**src/rtl/detection_collector_pkg.sv**
```systemverilog
// Shared constants and state encoding for the detection collector slice.
package detect_pkg;

  localparam int         N_CH_DEF = 4;
  localparam int         TW_DEF   = 32;
  localparam logic [7:0] DUP_MAX  = 8'd255;

  typedef enum logic [1:0] {
    ST_IDLE    = 2'd0,
    ST_COLLECT = 2'd1,
    ST_PRESENT = 2'd2
  } state_t;

endpackage

```
**src/rtl/detection_collector_if.sv**
```systemverilog
// Detector-side valid/ack handshakes plus the outgoing frame handshake.
interface detection_collector_if
  import detect_pkg::*;
#(
  parameter int N_CH = N_CH_DEF,
  parameter int TW   = TW_DEF
);

  logic [N_CH-1:0]         ch_valid;
  logic [N_CH*TW-1:0]      ch_time;
  logic [N_CH-1:0]         ch_ack;
  logic                    out_valid;
  logic                    out_ack;
  logic [N_CH*TW-1:0]      out_time;
  logic [N_CH-1:0]         out_mask;
  logic [$clog2(N_CH)-1:0] out_first;
  logic                    out_timeout;
  logic [7:0]              dup_cnt;

  // Collector side
  modport master (
    input  ch_valid, ch_time, out_ack,
    output ch_ack, out_valid, out_time, out_mask, out_first, out_timeout, dup_cnt
  );

  // Detector / frame-consumer side
  modport slave (
    output ch_valid, ch_time, out_ack,
    input  ch_ack, out_valid, out_time, out_mask, out_first, out_timeout, dup_cnt
  );

endinterface

```
**src/rtl/detection_collector_slot.sv**
```systemverilog
// One channel's capture slot: timestamp register, captured flag and ack pulse.
module channel_capture_slot #(
  parameter int TW = 32
) (
  input  logic          clk,
  input  logic          rst,
  input  logic          valid,
  input  logic [TW-1:0] ts_in,
  input  logic          en,
  input  logic          clr,
  output logic [TW-1:0] ts_q,
  output logic          captured,
  output logic          ack,
  output logic          eligible,
  output logic          dup
);

  logic ack_q;
  logic mask_q;

  // A held valid is masked while its ack is out, covering the detector's fall latency
  assign eligible = valid & ~ack_q & en;
  assign dup      = eligible & mask_q;
  assign captured = mask_q;
  assign ack      = ack_q;

  // Ack every accepted event once; first event of a frame is kept, later ones discarded
  always_ff @(posedge clk or negedge rst) begin
    if (!rst) begin
      ack_q  <= 1'b0;
      mask_q <= 1'b0;
      ts_q   <= '0;
    end else begin
      ack_q <= eligible;
      if (clr) begin
        mask_q <= 1'b0;
        ts_q   <= '0;
      end else if (eligible && !mask_q) begin
        mask_q <= 1'b1;
        ts_q   <= ts_in;
      end
    end
  end

endmodule

```
**src/rtl/detection_collector.sv**
```systemverilog
// Collects per-channel detection timestamps into one frame for TDOA localisation.
module detection_collector
  import detect_pkg::*;
#(
  parameter int N_CH = N_CH_DEF,
  parameter int TW   = TW_DEF,
  parameter int CW   = 32
) (
  input  logic                    clk,
  input  logic                    rst,
  input  logic                    sample_tick,
  input  logic [CW-1:0]           window_len,
  detection_collector_if.master   bus
);

  localparam int IW = $clog2(N_CH);

  state_t                   state, state_nx;
  logic [N_CH-1:0]          elig, dup, mask, ack;
  logic [N_CH-1:0][TW-1:0]  ts;
  logic [CW-1:0]            win_cnt, win_len_q;
  logic                     slot_en, slot_clr, all_cap, expired, found;
  logic [IW-1:0]            first_idx, first_q;
  logic [7:0]               dup_nx, dup_q;
  logic                     timeout_q;

  for (genvar i = 0; i < N_CH; i++) begin : g_slot
    channel_capture_slot #(.TW(TW)) u_slot (
      .clk      (clk),
      .rst      (rst),
      .valid    (bus.ch_valid[i]),
      .ts_in    (bus.ch_time[i*TW +: TW]),
      .en       (slot_en),
      .clr      (slot_clr),
      .ts_q     (ts[i]),
      .captured (mask[i]),
      .ack      (ack[i]),
      .eligible (elig[i]),
      .dup      (dup[i])
    );
  end

  assign all_cap = &mask;
  assign expired = (win_cnt >= win_len_q);

  // State register
  always_ff @(posedge clk or negedge rst) begin
    if (!rst) state <= ST_IDLE;
    else      state <= state_nx;
  end

  // Next state; completion beats window expiry in the same cycle
  always_comb begin
    state_nx = state;
    case (state)
      ST_IDLE:    if (|elig)               state_nx = ST_COLLECT;
      ST_COLLECT: if (all_cap || expired)  state_nx = ST_PRESENT;
      ST_PRESENT: if (bus.out_ack)         state_nx = ST_IDLE;
      default:                             state_nx = ST_IDLE;
    endcase
  end

  // State-decoded outputs: slots are frozen while a frame is presented
  always_comb begin
    bus.out_valid = (state == ST_PRESENT);
    slot_en       = (state != ST_PRESENT);
    slot_clr      = (state == ST_PRESENT) && bus.out_ack;
  end

  // Lowest eligible channel opens the frame
  always_comb begin
    first_idx = '0;
    found     = 1'b0;
    for (int unsigned i = 0; i < N_CH; i++) begin
      if (elig[i] && !found) begin
        first_idx = IW'(i);
        found     = 1'b1;
      end
    end
  end

  // Saturating add of this cycle's discarded duplicates
  always_comb begin
    dup_nx = dup_q;
    for (int unsigned i = 0; i < N_CH; i++) begin
      if (dup[i] && dup_nx != DUP_MAX) dup_nx = dup_nx + 8'd1;
    end
  end

  // Window counter, frame metadata and duplicate count
  always_ff @(posedge clk or negedge rst) begin
    if (!rst) begin
      win_cnt   <= '0;
      win_len_q <= '0;
      first_q   <= '0;
      dup_q     <= '0;
      timeout_q <= 1'b0;
    end else begin
      case (state)
        ST_IDLE: begin
          if (|elig) begin
            win_len_q <= window_len;
            win_cnt   <= '0;
            first_q   <= first_idx;
          end
        end
        ST_COLLECT: begin
          if (sample_tick && win_cnt != '1) win_cnt <= win_cnt + CW'(1);
          dup_q <= dup_nx;
          if (!all_cap && expired) timeout_q <= 1'b1;
        end
        ST_PRESENT: begin
          if (bus.out_ack) begin
            dup_q     <= '0;
            first_q   <= '0;
            timeout_q <= 1'b0;
          end
        end
        default: ;
      endcase
    end
  end

  assign bus.ch_ack      = ack;
  assign bus.out_time    = ts;
  assign bus.out_mask    = mask;
  assign bus.out_first   = first_q;
  assign bus.out_timeout = timeout_q;
  assign bus.dup_cnt     = dup_q;

endmodule

```
**src/flat_wrapper.sv**
```systemverilog
// flat-port wrapper written by rule: the top's interface ports become plain ports
module detection_collector_flat import detect_pkg::*;
#(
  parameter int N_CH = N_CH_DEF,
  parameter int TW   = TW_DEF,
  parameter int CW   = 32
)
  (clk, rst, sample_tick, window_len, bus_ch_valid, bus_ch_time, bus_out_ack, bus_ch_ack, bus_out_valid, bus_out_time, bus_out_mask, bus_out_first, bus_out_timeout, bus_dup_cnt);
  detection_collector_if #(.N_CH(N_CH), .TW(TW)) bus_i ();
  input  logic clk;
  input  logic rst;
  input  logic sample_tick;
  input  logic [CW-1:0] window_len;
  input wire logic [$bits(bus_i.ch_valid)-1:0] bus_ch_valid;
  input wire logic [$bits(bus_i.ch_time)-1:0] bus_ch_time;
  input wire logic [$bits(bus_i.out_ack)-1:0] bus_out_ack;
  output wire logic [$bits(bus_i.ch_ack)-1:0] bus_ch_ack;
  output wire logic [$bits(bus_i.out_valid)-1:0] bus_out_valid;
  output wire logic [$bits(bus_i.out_time)-1:0] bus_out_time;
  output wire logic [$bits(bus_i.out_mask)-1:0] bus_out_mask;
  output wire logic [$bits(bus_i.out_first)-1:0] bus_out_first;
  output wire logic [$bits(bus_i.out_timeout)-1:0] bus_out_timeout;
  output wire logic [$bits(bus_i.dup_cnt)-1:0] bus_dup_cnt;
  assign bus_i.ch_valid = bus_ch_valid;
  assign bus_i.ch_time = bus_ch_time;
  assign bus_i.out_ack = bus_out_ack;
  assign bus_ch_ack = bus_i.ch_ack;
  assign bus_out_valid = bus_i.out_valid;
  assign bus_out_time = bus_i.out_time;
  assign bus_out_mask = bus_i.out_mask;
  assign bus_out_first = bus_i.out_first;
  assign bus_out_timeout = bus_i.out_timeout;
  assign bus_dup_cnt = bus_i.dup_cnt;
  detection_collector #(.N_CH(N_CH), .TW(TW), .CW(CW)) u_core (.clk(clk), .rst(rst), .sample_tick(sample_tick), .window_len(window_len), .bus(bus_i));
endmodule
```
**config.mk**
```make
export PLATFORM = sky130hd
export DESIGN_NAME = detection_collector_flat
export DESIGN_NICKNAME = d
export VERILOG_FILES = /design/src/rtl/detection_collector_pkg.sv /design/src/rtl/detection_collector_if.sv /design/src/rtl/detection_collector_slot.sv /design/src/rtl/detection_collector.sv /design/src/flat_wrapper.sv
export SDC_FILE = /design/constraint.sdc
export NUM_CORES = 1
export LEC_CHECK = 0
export CAP_MARGIN = 20
export CORE_MARGIN = 2
export CORE_UTILIZATION = 52
export CTS_CLUSTER_DIAMETER = 30
export CTS_CLUSTER_SIZE = 8
export DETAILED_ROUTE_END_ITERATION = 8
export PLACE_DENSITY = 0.85
export SLEW_MARGIN = 20
export SYNTH_ARGS = -nofsm -noshare
export SYNTH_HDL_FRONTEND = slang
export SYNTH_SLANG_ARGS = --single-unit
```
**constraint.sdc**
```tcl
create_clock -name clk -period 11.7 [get_ports clk]
set_input_delay 1.17 -clock clk [delete_from_list [all_inputs] [get_ports clk]]
set_output_delay 1.17 -clock clk [all_outputs]
set_load 0.005 [all_outputs]
```
* Word-level counts from Yosys, hierarchy flattened
Cells that the tools add are included.
** Word-level totals
- Bits of input ports :: 168
- Bits in registers :: 213
- Output and inout bits :: 148
** Cells by class
- $lt $le $gt $ge :: 1
- Add/subtract/negate cells :: 5
- Mux-type cells :: 40
- Bitwise gates (word level) :: 16
- Reductions and logical operators :: 39
- Equal/unequal tests :: 13
** Operators by type and width (number)
- 32-bit 2-to-1 mux :: 10
- 32-bit case mux with 2 select lines :: 1
- 8-bit 2-to-1 mux :: 5
- 32-bit by 1-bit adder with 32-bit output (second input constant) :: 1
- 8-bit by 1-bit adder with 8-bit output (second input constant) :: 4
- 32-bit >= comparator :: 1
- 32-bit inequality test (second input constant) :: 1
- 8-bit inequality test (second input constant) :: 4
- 8-bit case mux with 2 select lines :: 1
- 1-bit logical AND :: 14
- 1-bit 2-to-1 mux :: 14
- 2-bit nonzero test :: 7
- 1-bit AND :: 12
- 2-bit 2-to-1 mux :: 6
- 3-bit AND reduction :: 4
- 1-bit logical NOT :: 8
- 2-bit by 1-bit inequality test with 1-bit output (second input constant) :: 4
- 2-bit case mux with 3 select lines :: 1
- 2-bit inequality test (second input constant) :: 2
- 1-bit NOT :: 4
- 2-bit case mux with 2 select lines :: 1
- 2-bit AND reduction :: 2
- 4-bit AND reduction :: 1
- 4-bit OR reduction :: 1
- 5 further kinds :: 5

* Longest topological paths before layout
Gate-level depths: netlist of the first run.
- Depth in word-level cells :: 16
- Gate-level depth with buffers :: 21

* Cells and area by module
A second synthesis of the first run with hierarchy kept.
** Second synthesis, totals
- Cell total of the unflattened synthesis :: 926
- Area total of the unflattened synthesis :: 10383.7 um^2
** By module, submodules not included
- detection_collector :: instances 1, sequential area each 1926.8 um^2, area each 5288.8 um^2, cells an instance 606
- channel_capture_slot :: instances 4, sequential area each 850.8 um^2, area each 1273.7 um^2, cells an instance 80

* Least setup slack after synthesis of the first run
Ideal clock, no wire load.
- Kind :: input to register
- Start point :: input bus_ch_valid[0]
- End point :: register u_core.dup_q[2] (netlist: u_core.bus.dup_cnt[2])
- Library setup time :: 0.069 ns
- Data required time :: 11.631 ns
- Cell stages on the path :: 19
- Path buffers :: 1
- Slack :: 6.492 ns
- Arrival time :: 5.139 ns
- Cells stage by stage :: nor2b_1 -> nand3_1 -> nor2_1 -> mux2_2 -> ha_1 -> o211ai_2 -> o31ai_4 -> mux2_2 -> ha_1 -> buf_2 -> and2_4 -> a31oi_4 -> xor2_1 -> ha_1 -> inv_1 -> a31oi_1 -> a31oi_2 -> a211o_1 -> nand3_1
** On the way
- Word-level cells in the longest chain between the ends :: 15
- Elaborated cells between the ends (all ways) :: 18
** Ends and longest elaborated chain
- from (decl) :: line flat_wrapper.sv:14 : input wire logic [$bits(bus_i.ch_valid)-1:0] bus_ch_valid;
- 1-bit AND (*) (2 in a row) :: line detection_collector_slot.sv:22 : assign eligible = valid & ~ack_q & en;
- 1-bit AND (*) :: line detection_collector_slot.sv:23 : assign dup = eligible & mask_q;
- 1-bit logical AND (*) :: line detection_collector.sv:86 : if (dup[i] && dup_nx != DUP_MAX) dup_nx = dup_nx + 8'd1;
- 8-bit 2-to-1 mux (*) :: line detection_collector.sv:86
- branches (longest 2 deep; another with 8-bit by 1-bit adder with 8-bit output)
- 8-bit 2-to-1 mux (*) :: line detection_collector.sv:86
- branches (longest 2 deep; another with 8-bit by 1-bit adder with 8-bit output)
- 8-bit 2-to-1 mux (*) :: line detection_collector.sv:86
- branches (longest 2 deep; another with 8-bit by 1-bit adder with 8-bit output)
- 8-bit 2-to-1 mux (*) :: line detection_collector.sv:86
- 8-bit case mux with 2 select lines (*) :: line detection_collector.sv:99 : case (state)
- to (signal assigned) :: line detection_collector.sv:109 : dup_q <= dup_nx;
- to (decl) :: line detection_collector.sv:24 : logic [7:0] dup_nx, dup_q;
Every way passes the cells marked *.
A chain may end at the register's enable or synchronous reset.

* Worst setup path in the final report of the first run
- Start point :: input bus_ch_valid[0]
- End point :: register u_core.dup_q[1] (netlist: u_core.bus.dup_cnt[1])
Same word-level chain as after synthesis.

==> results.json, run 1 <==
{
  "die_w_um": 147,
  "crit_path_start_kind": "input port",
  "drv_cap": 0,
  "drive_gt1_share_pct": 7.96,
  "crit_top_cell": "ha_1",
  "route.antenna.remaining_nets": 0,
  "async_flop_share_pct": 100,
  "overflow": 0,
  "synth_ff_type": "dfrtp_1",
  "tritoncts_num_sinks": 213,
  "grt_pass1_vias": 10374,
  "rsz0062_at_grt": "no",
  "setup_violations": 0,
  "area_growth_pct": 46.2,
  "synth_seq_cells": 213,
  "synth_area_per_cell_um2": 8.80,
  "seq_area_frac_synth_pct": 50.1,
  "diodes": 0,
  "hold_buffers": 0,
  "ff_latch_area_um2": 5330,
  "io_pins": 316,
  "cp_cell_sequence": "clkdlybuf4s50_1 > nor2b_1 > nand3_1 > nor2_1 > xnor2_1 > inv_1 > ha_1 > o211ai_2 > o31ai_4 > mux2_2 > ha_1 > and2_4 > a31oi_4 > xor2_1 > ha_1 > inv_1 > a31oi_1 > a31oi_2 > mux2i_1 > o21ai_0",
  "synth-edff-count": 0,
  "globalplace.congestion": 0.819,
  "vias_per_cell": 5.53,
  "syn_inst": 1209,
  "critPathRequiredTime_ns": 12.11,
  "postCtsSetupBuffers": 0,
  "finalSetupTns_ns": 0,
  "cp_slowest_cell": "clkdlybuf4s50_1",
  "cts_buffer_depth": 3,
  "rows": 52,
  "peakVddDrop_uv": 155,
  "crit_fanout": 10,
  "die_h_um": 147,
  "dpl_cell_area_um2": 13900,
  "fill_cells": 1330,
  "cts_tree": "done",
  "status": "complete, no violations",
  "skew_ns": 0.0173,
  "post-route-period-util_pct": 51.1,
  "final_nets": 1716,
  "grt_max_degree": 106,
  "firstDrtPassIters": 5,
  "post_cts_resized": 0,
  "grt_pass1_wl_mm": 53.9,
  "cp.arrival_ns": 6.39,
  "pwr_density_cell_nw_per_um2": 248,
  "port_buffers": 315,
  "p_leak_nw": 6.73,
  "dieArea_um2": 21600,
  "critPathKind": "in2reg",
  "antenna_found_initial": 0,
  "cts_buffers": 46,
  "clk_latency_ns": 0.52,
  "worst_slew_pin_slew_ns": 1.01,
  "drc_errors": 0,
  "slew_viol_final": 0,
  "syn_nets": 1414,
  "vias": 10047,
  "max_freq_mhz": 167,
  "cpPeakStageDelay_ns": 0.48,
  "htree_levels": 2,
  "hold_violations": 0,
  "synth_area_um2": 10600,
  "root_buffer": "clkbuf_16",
  "min_period_ns": 5.98,
  "cp-end-kind": "register",
  "place_inst": 1730,
  "core_area_um2": 20200,
  "grt_usage_pct": 31.0,
  "stdcell_count": 1816,
  "hpwlAfterDp_mm": 23.1,
  "wl_per_cell_um": 18.6,
  "final_util_pct": 77.2,
  "finalWirelength_mm": 33.7,
  "multiInputGateArea_um2": 4890,
  "ys_types": 77,
  "clk_pin_slew_ns": 0.05,
  "drt_iter0_drc": 671,
  "slew-limit-headroom_pct": 32.8,
  "hp-class": "reg2reg",
  "start_util_pct": 52.8,
  "fin_area_um2": 15600,
  "synth_warnings": 0
}
-- metal layers --
metal	wire (um)	GRT usage, %
met2	16700	51.9
met4	1410	13.9
met3	2260	7.02
met5	0	0
met1	13400	38.5
-- stage by stage --
stage	worst slack [ns]	power (mW)	hold WS [ns]
3_5_place_dp	5.37	2.53	0.507
2_1_floorplan	6.49	1.81	0.473
5_1_grt	5.36	4.08	0.527
3_3_place_gp	5.46	2.48	0.491
6_report	5.72	3.86	0.515
4_1_cts	5.79	3.86	0.517
-- cells by family after synthesis --
group / count (synthesis) / share of synthesized area [%]
compound gates: 272 / 15.4
xor+xnor: 32 / 2.63
fa+ha+maj: 37 / 4.35
buf+inv: 113 / 4.50
flops: 213 / 50.1
mux: 9 / 1.03
simple gates: 533 / 22.0
-- synthesized netlist by cell type (2+ instances only) --
cell	number	area, um2
and2_1	5	31.3
dfrtp_1	213	5330
nand3_1	39	195
clkbuf_1	52	195
o31ai_2	2	25.0
ha_1	37	463
and2_2	2	15.0
a21o_1	12	90.1
or2_2	2	12.5
nand2b_1	11	68.8
mux2i_1	2	20.0
o21ai_1	2	10.0
a31oi_1	4	25.0
o41a_1	2	22.5
nor3_1	18	90.1
o21ai_0	185	926
o31a_1	2	17.5
a21oi_4	2	32.5
a211o_1	2	17.5
o21bai_1	3	22.5
nand2_1	338	1270
nor2_1	52	195
buf_2	5	25.0
and3_1	7	43.8
and4_1	4	35.0
nand3b_1	2	15.0
nor2b_1	6	37.5
xnor2_1	11	96.3
buf_6	2	22.5
o22ai_1	2	12.5
a22oi_1	2	15.0
mux2_2	6	67.6
a311oi_1	2	17.5
xor2_1	21	184
o211ai_1	2	15.0
o31ai_1	5	37.5
buf_4	9	67.6
o21a_1	3	22.5
nor4_1	8	50.1
inv_1	43	161
or3_1	9	56.3
a21oi_1	22	110
nand4_1	17	106
-- worst paths after layout --
kind,end,cells after the start,slack [ns],startpoint
worst max-delay path,u_core.bus.dup_cnt[1],20,5.72,bus_ch_valid[0]
worst min-delay path,u_core.win_len_q[0],1,0.51,u_core.win_len_q[0]
worst max register to register,u_core.bus.dup_cnt[1],20,6.26,u_core.bus.dup_cnt[0]
worst min register to register,u_core.win_len_q[0],1,0.51,u_core.win_len_q[0]
max in group asynchronous,u_core.bus.out_first[0],3,8.92,rst
min in group asynchronous,u_core.g_slot[3].u_slot.ts_q[16],1,0.75,rst
-- state kept, by name, summed over array words and instances (netlist names) --
signal and cells:
u_core.bus.out_first 2, u_core.win_len_q 32, u_core.bus.out_timeout 1, u_core.g_slot.u_slot.ack 4, u_core.g_slot.u_slot.captured 4, u_core.state 2, u_core.win_cnt 32, u_core.g_slot.u_slot.ts_q 128
u_core.bus.dup_cnt 8
-- worst max-delay path, delay by kind of cell --
family | cells | cell delay, ns
and+or+nand+nor | 4 | 1.10
adders and majority gates | 3 | 0.86
AOI/OAI and AO/OA | 6 | 1.66
xor gates and xnor gates | 2 | 0.38
muxes | 2 | 0.56
buffers and inverters | 3 | 0.66
-- cell type report --
type / instances / share of cell area [%]
inverter: 44 / 1.06
timing repair buffer: 323 / 21.0
sequential: 213 / 34.3
multi-input combinational: 883 / 31.4
clock inverter: 20 / 1.50
clock buffer: 63 / 8.65
tap: 270 / 2.17
-- report_power, final --
| part | leakage, nW | internal (mW) | switching, mW |
|---|---|---|---|
| sequential | 2.80 | 1.01 | 0.178 |
| combinational | 3.15 | 0.666 | 0.712 |
| clock | 0.775 | 0.888 | 0.410 |
| total | 6.73 | 2.56 | 1.30 |
-- cells in the final DEF, fill, tap and decap left out, drive strengths merged, types with 4 or more instances in the layout --
master         instances
dfrtp                213
and3                   8
nor4                   8
nand2b                12
bufinv                 4
clkinvlp               4
nor2b                  6
xor2                  21
mux2                   6
nand4                 17
a21o                  12
xnor2                 11
nand2                338
ha                    37
inv                   46
and2                   8
nor2                  52
a31oi                  6
clkinv                10
and4                   4
o21ai                187
o31ai                  8
clkdlybuf4s50        314
nor3                  18
buf                    8
or3                   10
clkbuf                64
nand3                 40
a21oi                 24
Note: power is estimated with default switching activity, not from simulation.
==> run 2: changes to the inputs <==
CORE_UTILIZATION = 48   (was 52)
PLACE_DENSITY = 0.79   (was 0.85)
clock period = 6.3 ns   (was 11.7 ns; I/O delays follow)
==> results.json, run 2 (synthesis gave the netlist of run 1 again) <==
{
  "start_util_pct": 48.8,
  "tritoncts_num_sinks": 213,
  "drive_gt1_share_pct": 8.17,
  "wl_per_cell_um": 18.2,
  "post_cts_resized": 0,
  "dpl_cell_area_um2": 14000,
  "multiInputGateArea_um2": 4890,
  "grt_max_degree": 100,
  "hpwlAfterDp_mm": 23.4,
  "drc_errors": 0,
  "largest_reg_flops": 128,
  "route.antenna.remaining_nets": 0,
  "clk_latency_ns": 0.54,
  "final_nets": 1720,
  "dieArea_um2": 23400,
  "ff2ff_setup_slack_ns": 1.03,
  "ff_latch_area_um2": 5330,
  "critPathRequiredTime_ns": 6.77,
  "regMostFlops": "u_core.g_slot.u_slot.ts_q",
  "antenna_found_initial": 1,
  "htree_levels": 2,
  "cp_slowest_cell": "clkdlybuf4s50_1",
  "top_regs": "u_core.g_slot.u_slot.ts_q x128, u_core.win_cnt x32, u_core.win_len_q x32",
  "pwr_density_cell_nw_per_um2": 467,
  "setup_ws_ns": 0.907,
  "skew_ns": 0.0247,
  "port_buffers": 315,
  "finalWirelength_mm": 33.4,
  "timing.rr.end": "u_core.bus.dup_cnt[2]",
  "cpPeakStageDelay_ns": 0.48,
  "grt_pass1_wl_mm": 53.9,
  "fin_area_um2": 15700,
  "cts_buffer_depth": 3,
  "cp_cell_sequence": "clkdlybuf4s50_1 > nor2b_1 > nand3_1 > nor2_1 > xnor2_1 > inv_1 > ha_1 > o211ai_2 > o31ai_4 > mux2_2 > ha_1 > and2_4 > a31oi_4 > xor2_1 > ha_1 > inv_1 > a31oi_1 > a31oi_2 > a211o_1 > nand3_1",
  "vias": 9942,
  "peakVddDrop_uv": 339,
  "vias_per_cell": 5.42,
  "globalplace.congestion": 0.879,
  "cp-startpoint": "bus_ch_valid[0]",
  "most-common-layout-cells": "nand2_1 (337), clkdlybuf4s50_1 (314), dfrtp_1 (213)",
  "finalSetupTns_ns": 0,
  "postCtsSetupBuffers": 0,
  "post-route-period-util_pct": 85.6,
  "layout_commonest_cell": "nand2_1",
  "p_leak_nw": 6.79,
  "die_h_um": 153,
  "max_freq_mhz": 185,
  "cts_tree": "done",
  "root_buffer": "clkbuf_16",
  "r2r_cells": 19,
  "core_area_um2": 21800,
  "clk_pin_slew_ns": 0.05,
  "crit_top_cell": "ha_1",
  "fill_cells": 1605,
  "worst_slew_pin_slew_ns": 0.924,
  "place_ws_ns": 0.519,
  "cts_buffers": 49,
  "cp-end-kind": "register",
  "r2r_start": "u_core.bus.dup_cnt[0]",
  "rsz0062_at_grt": "no",
  "hp-class": "in2async",
  "grt_usage_pct": 28.5,
  "crit_path_start_kind": "input port",
  "firstDrtPassIters": 7,
  "area_growth_pct": 47.8,
  "cp.arrival_ns": 5.86,
  "overflow": 0,
  "status": "complete, no violations",
  "io_pins": 316,
  "critPathKind": "in2reg",
  "hold_violations": 0,
  "slew_viol_final": 0,
  "die_w_um": 153,
  "rows": 54,
  "hold_buffers": 0,
  "setup_violations": 0,
  "crit_fanout": 10,
  "drt_iter0_drc": 724,
  "min_period_ns": 5.39,
  "slew-limit-headroom_pct": 38.4,
  "grt_pass1_vias": 10210,
  "drv_cap": 0
}
[run 2: cell count changes in the layout (fill, tap and decap cells not counted), moves of 2 or more]
| cell | change |
|---|---|
| clkinv_4 | +2 |
| clkbuf_16 | +3 |
| clkbuf_8 | -5 |
| clkinvlp_4 | +2 |
| clkbuf_1 | +5 |
| bufinv_16 | +3 |
| clkinv_2 | -3 |
[run 2: metrics by stage]
stage	power [mW]	util, %	instances	hold slack [ns]
after floorplan	3.36	-	1209	0.334
after global placement	4.63	63.9	1742	0.501
after detailed placement	4.71	64.0	1743	0.515
after CTS	7.39	72.0	1834	0.0442
after global routing	7.81	72.1	1835	0.0553
final	7.35	72.1	1836	0.0288
[run 2: cell type report]
cell class / instances / area share (%)
diodes: 1 / 0.0159
repair buffers: 324 / 20.7
clock buffers: 67 / 8.80
inverters: 44 / 1.05
well taps: 280 / 2.23
multi-input cells: 883 / 31.1
flip-flops and latches: 213 / 33.9
clock inverters: 24 / 2.23
[run 2: worst max-delay path by stage]
stage                     slack [ns]                     to  cells past startpoint
after floorplan                 1.63  u_core.bus.dup_cnt[2]                     19
after global placement          0.57  u_core.bus.dup_cnt[2]                     20
after detailed placement        0.52  u_core.bus.dup_cnt[2]                     20
after CTS                        1.0  u_core.bus.dup_cnt[2]                     19
after global routing            0.49  u_core.bus.dup_cnt[2]                     20
final                           0.91  u_core.bus.dup_cnt[2]                     20
[run 2: worst max-delay path: cells and delay by family]
family                   cells  cell delay, ns
AO/OA/AOI/OAI                6            1.75
XOR/XNOR                     2            0.37
adder cells (fa/ha/maj)      3            0.85
buffers and inverters        3            0.64
multiplexers                 1            0.39
AND/OR/NAND/NOR              5            1.23
[run 2: layer usage]
layer / share of wire (%) / wire length, um / global-route usage (%) / vias to the layer above
met2: 46 / 15500 / 45.4 / 391
li1: - / - / - / 4727
met1: 40 / 13500 / 35.2 / 4715
met5: 0.039 / 13 / 0 / -
met4: 5.4 / 1790 / 15.1 / 2
met3: 7.9 / 2650 / 8.36 / 107
[run 2: report_power, final]
part	total [mW]	leakage (nW)	internal [mW]	switching (mW)
logic	2.54	3.15	1.24	1.30
clock network	2.62	0.830	1.82	0.805
registers	2.19	2.80	1.88	0.316
